### src/rtl/clock_meter_pkg.sv
// -----------------------------------------------------------------------------
// clock_meter_pkg
// Shared definitions for the clock period meter: the measurement FSM state
// encoding, the default counter width and the default nominal period,
// lock tolerance and lost-input timeout constants.
// -----------------------------------------------------------------------------
package clock_meter_pkg;

    // Default counter / period width in bits. It must hold TIMEOUT_DEF.
    localparam int CNT_W_DEF    = 22;
    // Nominal period in clk_in cycles (30 Hz at 100 MHz).
    localparam int EXPECTED_DEF = 3333334;
    // Allowed |period - EXPECTED| for lock.
    localparam int TOL_DEF      = 3334;
    // Edge-free cycle count that flags a lost input.
    localparam int TIMEOUT_DEF  = 4000000;

    // WAIT_EDGE: no reference edge yet. MEASURE: counting since the last edge.
    typedef enum logic [0:0] {
        WAIT_EDGE = 1'b0,
        MEASURE   = 1'b1
    } meter_state_e;

    // Lower lock bound, clamped at zero so a tolerance wider than the
    // nominal period cannot wrap around to a huge value.
    function automatic int lock_window_lo(input int expected, input int tol);
        if (expected > tol) begin
            return expected - tol;
        end else begin
            return 0;
        end
    endfunction

    // Upper lock bound.
    function automatic int lock_window_hi(input int expected, input int tol);
        return expected + tol;
    endfunction

endpackage : clock_meter_pkg

### src/rtl/sync_edge_detect.sv
// -----------------------------------------------------------------------------
// sync_edge_detect
// Brings a slow asynchronous input into the clk_in domain through a two-flop
// synchronizer plus one delay flop and flags its rising transitions.
//
// Ports
//   clk_in   : system clock, all logic on its rising edge
//   reset    : synchronous, active-high reset; clears every flop
//   async_in : asynchronous input level
//   level    : synchronized level (second synchronizer stage)
//   rise     : one-cycle pulse per rising transition (sync2 & ~sync3)
// -----------------------------------------------------------------------------
module sync_edge_detect (
    input  logic clk_in,
    input  logic reset,
    input  logic async_in,
    output logic level,
    output logic rise
);

    logic       sync1_q;
    logic       sync2_q;
    logic       sync3_q;
    // Tracks how many real samples have entered the pipeline since reset.
    logic [1:0] fill_q;
    // Set once a genuine low has been seen at sync2; until then a high level
    // is only the input being high at reset release and is not an edge.
    logic       armed_q;

    // Synchronizer, delay flop and arming state.
    always_ff @(posedge clk_in) begin
        if (reset) begin
            sync1_q <= 1'b0;
            sync2_q <= 1'b0;
            sync3_q <= 1'b0;
            fill_q  <= 2'b00;
            armed_q <= 1'b0;
        end else begin
            sync1_q <= async_in;
            sync2_q <= sync1_q;
            sync3_q <= sync2_q;
            fill_q  <= {fill_q[0], 1'b1};
            // fill_q[1] means sync2 now holds a sample taken after reset.
            armed_q <= armed_q | (fill_q[1] & ~sync2_q);
        end
    end

    assign level = sync2_q;
    assign rise  = armed_q & sync2_q & ~sync3_q;

endmodule : sync_edge_detect

### src/rtl/clock_period_meter.sv
// -----------------------------------------------------------------------------
// clock_period_meter
// Measures the rising-to-rising period of a slow square wave in clk_in
// cycles, reports whether it lies within a tolerance of a nominal value and
// flags a lost input when no rising edge arrives for TIMEOUT cycles.
//
// Parameters
//   CNT_W    : counter / period width in bits
//   EXPECTED : nominal period in clk_in cycles
//   TOL      : allowed |period - EXPECTED| for lock
//   TIMEOUT  : edge-free cycle count that flags a lost input
//
// Ports
//   clk_in       : system clock, all logic on its rising edge
//   reset        : synchronous, active-high reset
//   sig_in       : slow square wave, asynchronous to clk_in
//   period       : last measured period in clk_in cycles
//   period_valid : one-cycle pulse when period updates
//   locked       : last period within tolerance and no timeout since
//   timeout      : sticky lost-input flag, cleared by the next rising edge
// -----------------------------------------------------------------------------
module clock_period_meter
    import clock_meter_pkg::*;
#(
    parameter int CNT_W    = CNT_W_DEF,
    parameter int EXPECTED = EXPECTED_DEF,
    parameter int TOL      = TOL_DEF,
    parameter int TIMEOUT  = TIMEOUT_DEF
) (
    input  logic             clk_in,
    input  logic             reset,
    input  logic             sig_in,
    output logic [CNT_W-1:0] period,
    output logic             period_valid,
    output logic             locked,
    output logic             timeout
);

    // Lock window, one bit wider than the period so the bounds never wrap.
    localparam logic [CNT_W:0]   LOCK_LO = (CNT_W+1)'(lock_window_lo(EXPECTED, TOL));
    localparam logic [CNT_W:0]   LOCK_HI = (CNT_W+1)'(lock_window_hi(EXPECTED, TOL));
    // Counter value at which an edge-free cycle declares the input lost.
    localparam logic [CNT_W-1:0] CNT_MAX = CNT_W'(TIMEOUT - 1);

    meter_state_e     state_q;
    meter_state_e     state_d;
    logic [CNT_W-1:0] cnt_q;
    logic [CNT_W-1:0] cnt_d;
    logic [CNT_W-1:0] period_q;
    logic [CNT_W-1:0] period_d;
    logic             valid_q;
    logic             valid_d;
    logic             locked_q;
    logic             locked_d;
    logic             timeout_q;
    logic             timeout_d;

    logic             rise_s;
    logic             level_unused_s;
    logic [CNT_W:0]   meas_s;
    logic             in_window_s;

    sync_edge_detect u_sync_edge_detect (
        .clk_in   (clk_in),
        .reset    (reset),
        .async_in (sig_in),
        .level    (level_unused_s),
        .rise     (rise_s)
    );

    // The period ending on this cycle's edge: cycles since the previous edge
    // including the edge cycle itself, widened so the lock test cannot wrap.
    always_comb begin
        meas_s      = {1'b0, cnt_q} + {{CNT_W{1'b0}}, 1'b1};
        in_window_s = (meas_s >= LOCK_LO) && (meas_s <= LOCK_HI);
    end

    // Next-state logic: an edge always wins over the timeout threshold.
    always_comb begin
        state_d   = state_q;
        cnt_d     = cnt_q;
        period_d  = period_q;
        valid_d   = 1'b0;
        locked_d  = locked_q;
        timeout_d = timeout_q;

        if (rise_s) begin
            timeout_d = 1'b0;
            cnt_d     = {CNT_W{1'b0}};
            state_d   = MEASURE;
            case (state_q)
                MEASURE: begin
                    period_d = meas_s[CNT_W-1:0];
                    valid_d  = 1'b1;
                    locked_d = in_window_s;
                end
                WAIT_EDGE: begin
                    // First edge only establishes the reference point.
                    period_d = period_q;
                end
                default: begin
                    state_d = WAIT_EDGE;
                end
            endcase
        end else if (cnt_q == CNT_MAX) begin
            // Input lost: saturate the counter and wait for a fresh reference.
            timeout_d = 1'b1;
            locked_d  = 1'b0;
            state_d   = WAIT_EDGE;
            cnt_d     = cnt_q;
        end else begin
            cnt_d = cnt_q + {{(CNT_W-1){1'b0}}, 1'b1};
        end
    end

    // State and output registers.
    always_ff @(posedge clk_in) begin
        if (reset) begin
            state_q   <= WAIT_EDGE;
            cnt_q     <= {CNT_W{1'b0}};
            period_q  <= {CNT_W{1'b0}};
            valid_q   <= 1'b0;
            locked_q  <= 1'b0;
            timeout_q <= 1'b0;
        end else begin
            state_q   <= state_d;
            cnt_q     <= cnt_d;
            period_q  <= period_d;
            valid_q   <= valid_d;
            locked_q  <= locked_d;
            timeout_q <= timeout_d;
        end
    end

    assign period       = period_q;
    assign period_valid = valid_q;
    assign locked       = locked_q;
    assign timeout      = timeout_q;

endmodule : clock_period_meter

### config.mk
export PLATFORM = sky130hd
export DESIGN_NAME = clock_period_meter
export DESIGN_NICKNAME = d
export VERILOG_FILES = /design/src/rtl/clock_meter_pkg.sv /design/src/rtl/sync_edge_detect.sv /design/src/rtl/clock_period_meter.sv
export SDC_FILE = /design/constraint.sdc
export NUM_CORES = 1
export LEC_CHECK = 0
export BUFFER_PORTS_ARGS = -buffer_cell sky130_fd_sc_hd__buf_2
export CAP_MARGIN = 10
export CORE_ASPECT_RATIO = 0.5
export CORE_MARGIN = 2
export CORE_UTILIZATION = 55
export DETAILED_ROUTE_END_ITERATION = 8
export GPL_ROUTABILITY_DRIVEN = 0
export GPL_TIMING_DRIVEN = 0
export PLACE_DENSITY = 0.88
export REMOVE_ABC_BUFFERS = 1
export SKIP_LAST_GASP = 1
export SLEW_MARGIN = 0
export SYNTH_ARGS = -nofsm -noshare
export SYNTH_HDL_FRONTEND = slang
export SYNTH_HIERARCHICAL = 1
export SYNTH_SLANG_ARGS = --single-unit
### constraint.sdc
create_clock -name clk_in -period 2.8 [get_ports clk_in]
set_clock_uncertainty 0.2 [all_clocks]
set_input_delay 0.14 -clock clk_in [delete_from_list [all_inputs] [get_ports clk_in]]
set_output_delay 0.14 -clock clk_in [all_outputs]
set_load 0.02 [all_outputs]
-- Word level (Yosys, flattened, before mapping)
Index checks and enable logic that the tools add are counted.
W data, S select, Z words.
- latch bits: 0
- output and inout port bits: 25
- input bits: 3
- memories: 0
- RAM bits: 0
- memory bits (read-only): 0
- logic and storage cells: 38
- register bits after elaboration: 54
- bitwise gates (word level): 7
- $add $sub $neg: 2
- multipliers: 0
- equality and inequality tests: 2
- reduce and logical (&&, ||, !) cells: 6
- shift-type cells: 0
- order comparisons: 2
- divide/modulo/power cells: 0
- mux-type cells: 7
- operators with widths (operator ; number):
    $add A22 B1 Y23 const B ; 1
    $ge A23 B22 Y1 const B ; 1
    $le A23 B22 Y1 const B ; 1
    $add A22 B1 Y22 const B ; 1
    $eq A22 B22 Y1 const B ; 1
    $mux W22 ; 1
    $mux W1 ; 6
    $reduce_and A2 Y1 ; 2
    $reduce_or A2 Y1 ; 2
    $and A1 B1 Y1 ; 3
    $not A1 Y1 ; 3
    $ne A2 B2 Y1 const B ; 1
    $reduce_bool A2 Y1 ; 1
    $logic_and A1 B1 Y1 ; 1
    $or A1 B1 Y1 ; 1

-- Depth between registers and ports, before layout
- depth after elaboration: 5
- depth in mapped cells: 9
- gate-level depth less buffers: 8

-- By module
Netlist, hierarchy kept.
- modules (own cells, without submodules) (module ; seq. area each (um2) ; cells an instance ; times used ; area an instance (um2)):
    clock_period_meter ; 960.9 ; 252 ; 1 ; 2220.9
    sync_edge_detect ; 120.1 ; 15 ; 1 ; 180.2

-- Least setup slack after synthesis
Ideal clock, no wire load.
- kind: flip-flop to flip-flop
- start: register cnt_q[1]
- end: register locked_q, in the netlist locked
- data required time: 2.513 ns
- stages on the path, launching flop included: 9
- library setup time: 0.087 ns
- slack: 0.290 ns
- buffers on the path: 1
- clock period less this slack: 2.510 ns
- arrival time: 2.223 ns
- path through: dfxtp_1 > ha_1 > buf_2 > inv_1 > or3_4 > nor2_1 > xnor2_1 > or4_1 > o31ai_1
- longest elaborated chain between the ends: 5
- elaborated cells on any way between the ends: 9
- classes of those cells: add/sub: 1; order compare: 2; eq/ne: 1; mux: 2; reduce/logical: 3
- ends and longest elaborated chain (item ; line ; text):
    from (decl) ; clock_period_meter.sv:47 ; logic [CNT_W-1:0] cnt_q;
    from (signal assigned) ; clock_period_meter.sv:120 ; cnt_q <= {CNT_W{1'b0}};
    from (signal assigned) ; clock_period_meter.sv:127 ; cnt_q <= cnt_d;
    $add A22 B1 Y23 ; clock_period_meter.sv:74 ; meas_s = {1'b0, cnt_q} + {{CNT_W{1'b0}}, 1'b1};
    $ge A23 B22 Y1 / $le A23 B22 Y1 (equally long branches) ; clock_period_meter.sv:75 ; in_window_s = (meas_s >= LOCK_LO) && (meas_s <= LOCK_HI);
    $logic_and A1 B1 Y1 ; clock_period_meter.sv:75 ;
    $mux W1 ; clock_period_meter.sv:91 ; case (state_q)
    $mux W1 ; clock_period_meter.sv:87 ; if (rise_s) begin
    to (signal assigned) ; clock_period_meter.sv:130 ; locked_q <= locked_d;
    to (decl) ; clock_period_meter.sv:53 ; logic locked_q;
Several ways; a longest one is shown, not always the timed one. The select of a mux whose other input is x is not followed.
A chain may end at the register's enable or synchronous reset.

-- Worst setup path in the final report
- start: register cnt_q[5]
- end: register locked_q, in the netlist locked
The elaborated chain is that of the path after synthesis.

==> summary.md <==
| Metric | Value |
|---|---|
| Starting Density | `59.4%` |
| Ys flop type | `sky130_fd_sc_hd__dfxtp_1` |
| Library cell with the largest summed area after synthesis | `sky130_fd_sc_hd__dfxtp_1` |
| Endpoint kind of the worst setup timing path | `flip-flop` |
| Setup-failing EPs final | `0` |
| Async set-reset flop share out of synthesis | `0%` |
| Net count reported at finish | `293` |
| Number of optimization iterations in the first detailed-route pass | `4` |
| Share of final-layout standard cells stronger than drive strength 1 | `20.1%` |
| Fin Setup TNS | `0 ps` |
| Startpoint-to-endpoint class of the critical path | `flip-flop to flip-flop` |
| Synth cell types | `52` |
| Sort of element at the start of the critical path | `flip-flop` |
| Setup ws final | `108 ps` |
| Required @ worst endpoint | `2820 ps` |
| Number of core rows | `16` |
| Area taken by flip-flops and latches | `1080 um^2` |
| Met1 usage | `28.1%` |
| Layout overhead on the synthesized area | `12.2%` |
| Transition at the pin with the smallest max-transition slack | `538 ps` |
| Number of filler cells placed in the layout | `302` |
| Hold WC Path Type | `primary input to flip-flop` |
| CP arrival | `2710 ps` |
| Crit-path max FO | `13` |
| Post-Syn Area per Cell | `8.99 um^2` |
| Maximum vdd drop | `0.000277 V` |
| Final clock period utilization by the worst path | `96.2%` |
| Remaining global-route overflow | `0` |
| Cell with the most instances after synthesis | `sky130_fd_sc_hd__dfxtp_1` |
| Summed area of non-filler cells in the final layout | `2700 um^2` |
| Post-DP Area | `2530 um^2` |
| Buffer type at the clock tree root | `sky130_fd_sc_hd__clkbuf_8` |
| TritonCTS clock tree | `yes` |
| Die X-Extent | `97.4 um` |
| Count of yosys warnings during synthesis | `6` |
| CTS HTree Levels | `2` |
| Leakage power summed over all cells | `0.974 nW` |
| Wire length of the first global-routing pass | `8740 um` |
| Post-synth top cells | `sky130_fd_sc_hd__dfxtp_1 (54), sky130_fd_sc_hd__nor2_1 (51), sky130_fd_sc_hd__a211oi_1 (21)` |
| Fraction of synthesized cell area taken by the top area cell type | `45.0%` |
| Via total after detailed routing | `2036` |
| Total routing resource utilization after global routing | `21.9%` |
| Antenna fix cells | `0` |
| Largest net degree at the start of global routing | `32` |
| Maximum root-to-sink buffer count | `2` |
| Clock slew seen by the registers of the worst setup and hold paths | `90 ps` |
| Placeable Area | `4040 um^2` |
| Global routing met3 resource utilization | `5.15%` |
| RSZ-0062 raised after global routing | `false` |
| Post-placement setup slack | `-317 ps` |
| Detail-routed net length per standard cell | `15.2 um` |
| Number of global-route vias before repair | `1891` |
| Run status | `completed` |
| MaxCap Viol Count | `0` |
| Inserted Clock Buffers | `5` |
| Top post-synthesis cells by area | `sky130_fd_sc_hd__dfxtp_1 (45%), sky130_fd_sc_hd__nor2_1 (8.0%), sky130_fd_sc_hd__a211oi_1 (6.6%)` |
| Syn Std Cell Area | `2400 um^2` |
| Hold Fails Final Rpt | `0` |
| Area of combinational cells with multiple inputs | `1210 um^2` |
| Die Ht | `50.7 um` |
| Detail Route Antenna Nets | `0` |
| Seq cells post-synth | `54` |
| Minimum period implied by the final worst setup slack | `2690 ps` |
| Number of input and output port buffers inserted | `27` |
| Count of flip-flops with a built-in enable after synthesis | `0` |
| Clk Latency, worst-skew pair | `300 ps` |
| Global-route layer with the greatest usage | `met2` |
| Drt initial violations | `107` |
| Number of antenna violations at the first check in global routing | `0` |
| Met2 layer usage reported by global route | `36.1%` |
| IO Count | `28` |
| Total power divided by cell area | `502 nW/um^2` |
| DR vias/cell | `5.95` |
| Achievable Freq | `0.371 GHz` |
| Final core utilization | `66.6%` |
| Final count of pins violating max slew | `0` |
| Normalized max-slew margin | `63.7%` |
| DRC | `0` |
| Sink Count | `54` |
| Sequential-to-total area share from yosys stat | `45.0%` |
| Area of the die | `4940 um^2` |
| Number of instances in the synthesized netlist | `267` |
| Wire length after detailed routing | `5210 um` |
| Half-perimeter wire length after detailed placement | `3350 um` |
## sequential cells by signal, indices dropped and copies added, names as in the netlist
register and flops:
period 22, u_sync_edge_detect/sync3_q 1, u_sync_edge_detect/fill_q 2, timeout 1
u_sync_edge_detect/level 1, u_sync_edge_detect/armed_q 1, period_valid 1, u_sync_edge_detect/sync1_q 1
cnt_q 22, state_q 1, locked 1
## power breakdown
group	leakage [nW]	internal (mW)	switching, mW
registers	0.437	0.777	0.0122
clock network	0.0573	0.286	0.232
logic	0.480	0.0169	0.0296
total	0.974	1.08	0.274
## layer usage
| layer | part of all wire (%) | wire length, um |
|---|---|---|
| met1 | 44 | 2290 |
| met2 | 49 | 2560 |
| met3 | 5.6 | 291 |
| met4 | 1.3 | 67 |
| met5 | 0 | 0 |
## worst max-delay path, stage by stage, from the launching register on
cell and delay, ps:
sky130_fd_sc_hd__dfxtp_1 570, sky130_fd_sc_hd__nand3_1 280, sky130_fd_sc_hd__or3_4 430, sky130_fd_sc_hd__nor2_2 240, sky130_fd_sc_hd__xnor2_1 150, sky130_fd_sc_hd__or4_1 520, sky130_fd_sc_hd__o31ai_1 230
## area by class of cell
cell class / instances / share of cell area (%)
multi-input combinational: 189 / 45.0
sequential: 54 / 40.2
tap: 54 / 2.51
clock buffer: 6 / 3.06
inverter: 6 / 0.836
timing repair buffer: 32 / 7.24
clock inverter: 1 / 1.11
## path summary, 6_finish.rpt
path,startpoint,end,slack [ps],cells after the start
worst max-delay path,cnt_q[5]$_SDFFE_PP0N_,locked$_SDFFE_PP0P_,110,6
worst max register to register,cnt_q[5]$_SDFFE_PP0N_,locked$_SDFFE_PP0P_,110,6
worst min-delay path,reset,u_sync_edge_detect/fill_q[0]$_DFF_P_,90,2
worst min register to register,u_sync_edge_detect/sync1_q$_SDFF_PP0_,u_sync_edge_detect/level$_SDFF_PP0_,260,1
## cells in the final DEF, fill, tap and decap left out, drive strengths merged, types with 2 or more instances in the layout
cell type and instances:
dfxtp 54, nor2 51, buf 31, a211oi 21
xor2 13, nand2 12, a21oi 11, xnor2 9
nand3 9, inv 6, o21ai 6, clkbuf 6
nand4 5, and2b 5, nand4b 5, nor3 5
nor2b 3, nor4 2, mux2i 2, and4 2
nor3b 2, o311ai 2, or2 2, or3 2
ha 2
## metrics by stage
step	cells	power, mW	hold slack [ps]
after floorplan	249	0.829	12.4
after global placement	330	0.844	160
after detailed placement	331	0.847	166
after CTS	342	1.36	83.7
after global routing	342	1.41	126
final	342	1.35	88.8
## what timing repair did
item,in CTS,in global routing
pin swaps,1,0
endpoints found under the setup margin,12,1
gates resized for setup,5,3
hold endpoints to repair,1,0
hold buffers,1,0
setup buffers,3,0
## cells by family after synthesis
kind of cell / count (synthesis) / synth area share [%]
XOR/XNOR: 22 / 8.03
adder cells (fa/ha/maj): 2 / 1.04
AO/OA/AOI/OAI: 50 / 14.4
multiplexers: 2 / 0.834
buffers and inverters: 24 / 5.32
AND/OR/NAND/NOR: 113 / 25.3
flip-flops: 54 / 45.0
Note: power is estimated with default switching activity, not from simulation.
